`config.mk`:
```
export PLATFORM = sky130hd
export DESIGN_NAME = press_classifier
export DESIGN_NICKNAME = d
export VERILOG_FILES = /design/src/rtl/press_pkg.sv /design/src/rtl/press_classifier.sv
export SDC_FILE = /design/constraint.sdc
export NUM_CORES = 1
export LEC_CHECK = 0
export CAP_MARGIN = 20
export CORE_ASPECT_RATIO = 0.75
export CORE_MARGIN = 2
export CORE_UTILIZATION = 56
export CTS_CLUSTER_SIZE = 24
export DETAILED_ROUTE_END_ITERATION = 10
export GPL_ROUTABILITY_DRIVEN = 0
export PLACE_DENSITY_LB_ADDON = 0.2
export SYNTH_ARGS = -nofsm -noshare
export SYNTH_HDL_FRONTEND = slang
export SYNTH_SLANG_ARGS = --single-unit
```
`constraint.sdc`:
```
create_clock -name clk -period 3.8 [get_ports clk]
set_input_delay 0.57 -clock clk [delete_from_list [all_inputs] [get_ports clk]]
set_output_delay 0.57 -clock clk [all_outputs]
set_load 0.02 [all_outputs]
```
`src/rtl/press_pkg.sv`:
```
// Shared definitions for the button gesture classifier: state encoding,
// default 100 MHz timing constants and a counter sizing helper.
package press_pkg;

   // FSM state encoding (3 bits)
   typedef logic [2:0] state_t;

   localparam state_t DISARM    = 3'd0;
   localparam state_t IDLE      = 3'd1;
   localparam state_t PRESS1    = 3'd2;
   localparam state_t WAIT2     = 3'd3;
   localparam state_t PRESS2    = 3'd4;
   localparam state_t LONG_HELD = 3'd5;

   // Default timing at 100 MHz: 0.5 s long, 0.25 s double window, 0.1 s repeat
   localparam int unsigned LONG_CYC_DEF   = 50_000_000;
   localparam int unsigned GAP_CYC_DEF    = 25_000_000;
   localparam int unsigned REPEAT_CYC_DEF = 10_000_000;

   // One-cycle gesture pulses, kept together so they share one register
   typedef struct packed {
      logic short_p;
      logic long_p;
      logic rep_p;
      logic dbl_p;
   } pulses_t;

   // Largest of three timing constants, used to size the shared counter
   function automatic int unsigned max3(input int unsigned a, input int unsigned b,
                                        input int unsigned c);
      int unsigned m;
      m = a;
      if (b > m) m = b;
      if (c > m) m = c;
      return m;
   endfunction

endpackage

```
`src/rtl/press_classifier.sv`:
```
// Classifies debounced button presses into short, long (with auto-repeat)
// and double gestures, emitting registered one-cycle pulses.
module press_classifier
   import press_pkg::*;
#(
   parameter int unsigned LONG_CYC   = LONG_CYC_DEF,
   parameter int unsigned GAP_CYC    = GAP_CYC_DEF,
   parameter int unsigned REPEAT_CYC = REPEAT_CYC_DEF,
   parameter int unsigned CW         = $clog2(max3(LONG_CYC, GAP_CYC, REPEAT_CYC)) + 1
) (
   input  logic clk,
   input  logic rst,
   input  logic pb_level,
   output logic short_press,
   output logic long_press,
   output logic repeat_press,
   output logic double_press,
   output logic busy
);

   // Terminal counts; every comparison is an equality against one of these
   localparam logic [CW-1:0] LONG_LAST = CW'(LONG_CYC - 1);
   localparam logic [CW-1:0] GAP_LAST  = CW'(GAP_CYC - 1);
   localparam logic [CW-1:0] REP_LAST  = CW'(REPEAT_CYC - 1);

   // A value below 2 would make the terminal count zero and break the counting
   if (LONG_CYC < 2 || GAP_CYC < 2 || REPEAT_CYC < 2) begin : g_bad_param
      $error("press_classifier: LONG_CYC, GAP_CYC and REPEAT_CYC must be >= 2");
   end

   state_t        state_q, state_d;
   logic [CW-1:0] cnt_q, cnt_d;
   pulses_t       pulse_q, pulse_d;
   logic          busy_q;

   // State, counter and registered outputs; reset lands in DISARM
   always_ff @(posedge clk) begin
      if (rst) begin
         state_q <= DISARM;
         cnt_q   <= '0;
         pulse_q <= '0;
         busy_q  <= 1'b1;
      end else begin
         state_q <= state_d;
         cnt_q   <= cnt_d;
         pulse_q <= pulse_d;
         busy_q  <= (state_d != IDLE);
      end
   end

   // Next state and counter update
   always_comb begin
      state_d = state_q;
      cnt_d   = cnt_q;
      case (state_q)
         DISARM: begin
            // A button held through reset must be released before anything counts
            if (!pb_level) begin
               state_d = IDLE;
               cnt_d   = '0;
            end
         end
         IDLE: begin
            if (pb_level) begin
               state_d = PRESS1;
               cnt_d   = CW'(1);
            end
         end
         PRESS1: begin
            if (pb_level) begin
               if (cnt_q == LONG_LAST) begin
                  state_d = LONG_HELD;
                  cnt_d   = '0;
               end else begin
                  cnt_d = cnt_q + CW'(1);
               end
            end else begin
               state_d = WAIT2;
               cnt_d   = CW'(1);
            end
         end
         WAIT2: begin
            if (pb_level) begin
               state_d = PRESS2;
               cnt_d   = '0;
            end else if (cnt_q == GAP_LAST) begin
               state_d = IDLE;
               cnt_d   = '0;
            end else begin
               cnt_d = cnt_q + CW'(1);
            end
         end
         PRESS2: begin
            // Second press of a double is not timed
            if (!pb_level) begin
               state_d = IDLE;
               cnt_d   = '0;
            end
         end
         LONG_HELD: begin
            if (pb_level) begin
               if (cnt_q == REP_LAST) begin
                  cnt_d = '0;
               end else begin
                  cnt_d = cnt_q + CW'(1);
               end
            end else begin
               state_d = IDLE;
               cnt_d   = '0;
            end
         end
         default: begin
            state_d = DISARM;
            cnt_d   = '0;
         end
      endcase
   end

   // Pulse decode; each branch sets at most one pulse so they stay exclusive
   always_comb begin
      pulse_d = '0;
      case (state_q)
         PRESS1: begin
            pulse_d.long_p = pb_level && (cnt_q == LONG_LAST);
         end
         WAIT2: begin
            pulse_d.dbl_p   = pb_level;
            pulse_d.short_p = !pb_level && (cnt_q == GAP_LAST);
         end
         LONG_HELD: begin
            pulse_d.rep_p = pb_level && (cnt_q == REP_LAST);
         end
         default: begin
            pulse_d = '0;
         end
      endcase
   end

   assign short_press  = pulse_q.short_p;
   assign long_press   = pulse_q.long_p;
   assign repeat_press = pulse_q.rep_p;
   assign double_press = pulse_q.dbl_p;
   assign busy         = busy_q;

endmodule

```
==> results.toml <==
[detailed_routing]
via_per_inst = 6.31
drtIter0Drc = 209
vias = 1806
firstDrtPassIters = 4
wl_per_cell_um = 15.6
drcViolationCount = 0
wl_um = 4460
final_antenna_net_count = 0

[die]
core_area_um2 = 3380
placementRows = 18
die_y_um = 56.2
start_util = 0.603
fp.dieW_um = 73.6
dieArea_um2 = 4140
num_io_pins = 8

[setup_path]
critPathMaxFanout = 18
reg2reg_depth = 6
arrival_ps = 2970
cp.required_ps = 4030
worst_setup_path_start_kind = "input pin"
r2r_start = "cnt_q[0]"
r2r-end = "cnt_q[4]"
endpoint_kind = "flop"
path_class = "in2reg"
reg2reg_slack_ps = 1350

[min_path]
whs_endpoint = "cnt_q[1]"
holdPathStages = 2
hp-class = "reg2reg"
hold_start = "cnt_q[1]"

[yosys]
synth_area_leaders = "dfxtp_1 (34%), xnor2_1 (7.3%), nor2_1 (4.6%)"
ys_seq_elements = 35
synth_area_leader_cell = "dfxtp_1"
yosysSeqAreaShare = 0.344
yosysTopAreaCellShare = 0.344
avgSynthCellArea_um2 = 8.41
synth_area_um2 = 2040
yosysUniqueCellTypes = 56
yosys_warnings = 0
syn-num-nets = 246
postSynthCellCount = 242

[finish]
final_common_cell = "dfxtp_1"
nets = 249
drive_above_1_share = 0.102
diodes = 0
layout_common_cells = "dfxtp_1 (35), nor2_1 (25), nand2_1 (19)"
area_growth_pct = 7.07
n_fill_cell = 293

[pwr]
power_uw = 716
power.density_nw_per_um2 = 329
leakage_nw = 0.653
ir_worst_vdd_v = 0.000219

[placement]
dp_hpwl_um = 3240
io_buffer_count = 7

[global_route]
grt_pass1_vias = 1500
grt_usage = 0.236
antenna_found_initial = 0
grt_pass1_wl_um = 7440
grt_max_degree = 19
overflow = 0

[timing]
timing.fmax_mhz = 364
finalCritPeriodShare = 0.722
finalHoldViolations = 0
setup_tns_ps = 0
drv_slew = 0
finalSetupViolations = 0
worst_pin_slew_ps = 630
grt_setup_unrepaired = "no"
finalCriticalPeriod_ps = 2740
slew-limit-headroom = 0.576
clock_skew_ps = 5.42

[cts]
cts.repair.resized = 0
postCtsSetupBuffers = 0
cts_buffer_depth = 2
cts_htree_levels = 2
cts_root_buf = "clkbuf_8"
clock_sinks = 35
clock_latency_ps = 300
cts-hold-fix-buffers = 0
clk_pin_slew_worst_paths_ps = 70
cts_buffers = 5
cts_tree = "done"

[run_status]
status = "finished clean"

[flow_run]
max-cap-violations = 0
per-layer routing:
layer,track usage,up-vias,share of wire
met5,0,-,0
met4,0.0935,0,0.017
met3,0.0725,8,0.071
met2,0.288,56,0.40
met1,0.371,846,0.51
li1,-,896,-
logic make-up (layout without fill, tap and decap cells):
kind of cell | count (synthesis) | after routing | share of synthesized area
and+or+nand+nor | 125 | 125 | 0.368
AOI/OAI and AO/OA | 41 | 41 | 0.138
DFF | 35 | 35 | 0.344
xor gates and xnor gates | 20 | 20 | 0.0860
buffers and inverters | 20 | 24 | 0.0578
adders and majority gates | 1 | 1 | 0.00615
cells in the mapped netlist (all sizes together):
cell type and number:
o21ai 13, or4b 2, and4b 1, nor3 14, a2bb2oi 1, and2 4
ha 1, nor4b 3, xor2 3, nor2 26, or2 1, a21oi 11
dfxtp 35, a2111oi 1, nand4b 1, buf 4, inv 7, o41ai 1
o221ai 1, o31a 2, nor4 10, a211oi 1, and4 3, nand4bb 1
o21a 2, and3b 1, xnor2 17, clkbuf 9, nor3b 4, o31ai 2
or4 5, or3 3, o211ai 1, and3 4, and2b 1, or4bb 1
nand4 10, nand3 10, a2111o 1, a21o 1, a31oi 3, or3b 1
nand2 19
layout make-up:
cell class / instances / area (um2) / share of cell area
Tap cell: 40 / 50.0 / 0.0230
Multi-Input combinational cell: 187 / 1220 / 0.559
Sequential cell: 35 / 701 / 0.321
Inverter: 7 / 26.3 / 0.0121
Clock buffer: 8 / 100 / 0.0459
Timing Repair Buffer: 9 / 85.1 / 0.0390
how the worst max path moves through the flow:
stage | startpoint | end | slack, ps | depth (start not counted)
after global routing | pb_level | cnt_q[4] | 860 | 6
after floorplan | pb_level | cnt_q[23] | 1520 | 7
after CTS | pb_level | cnt_q[14] | 1080 | 7
final | pb_level | cnt_q[14] | 1060 | 7
after detailed placement | pb_level | cnt_q[24] | 780 | 7
after global placement | pb_level | cnt_q[2] | 830 | 6
sequential cells by signal (all words and copies together) (netlist names):
signal / flops
cnt_q: 27
busy: 1
double_press: 1
repeat_press: 1
state_q: 3
short_press: 1
long_press: 1
report_power, final:
group          switching (mW)  leakage, nW  total, mW  internal (mW)
clock network           0.133       0.0515      0.299          0.165
logic                  0.0274        0.319     0.0430         0.0156
registers             0.00538        0.283      0.375          0.369
metrics by stage:
step	cell area, um2	worst slack [ps]	utilization	std cells	hold WS (ps)
2_1_floorplan	2040	1520	-	242	455
3_3_place_gp	2080	827	0.616	278	496
3_5_place_dp	2080	781	0.616	278	486
4_1_cts	2180	1080	0.645	286	497
5_1_grt	2180	855	0.645	286	535
6_report	2180	1060	0.645	286	496
worst max-delay path, cell delays in order:
cell and delay, ps:
clkdlybuf4s50_1 630, inv_1 180, or4_2 710, a31oi_1 400
o41ai_4 130, buf_4 220, nor2_1 130
Note: power is estimated with default switching activity, not from simulation.
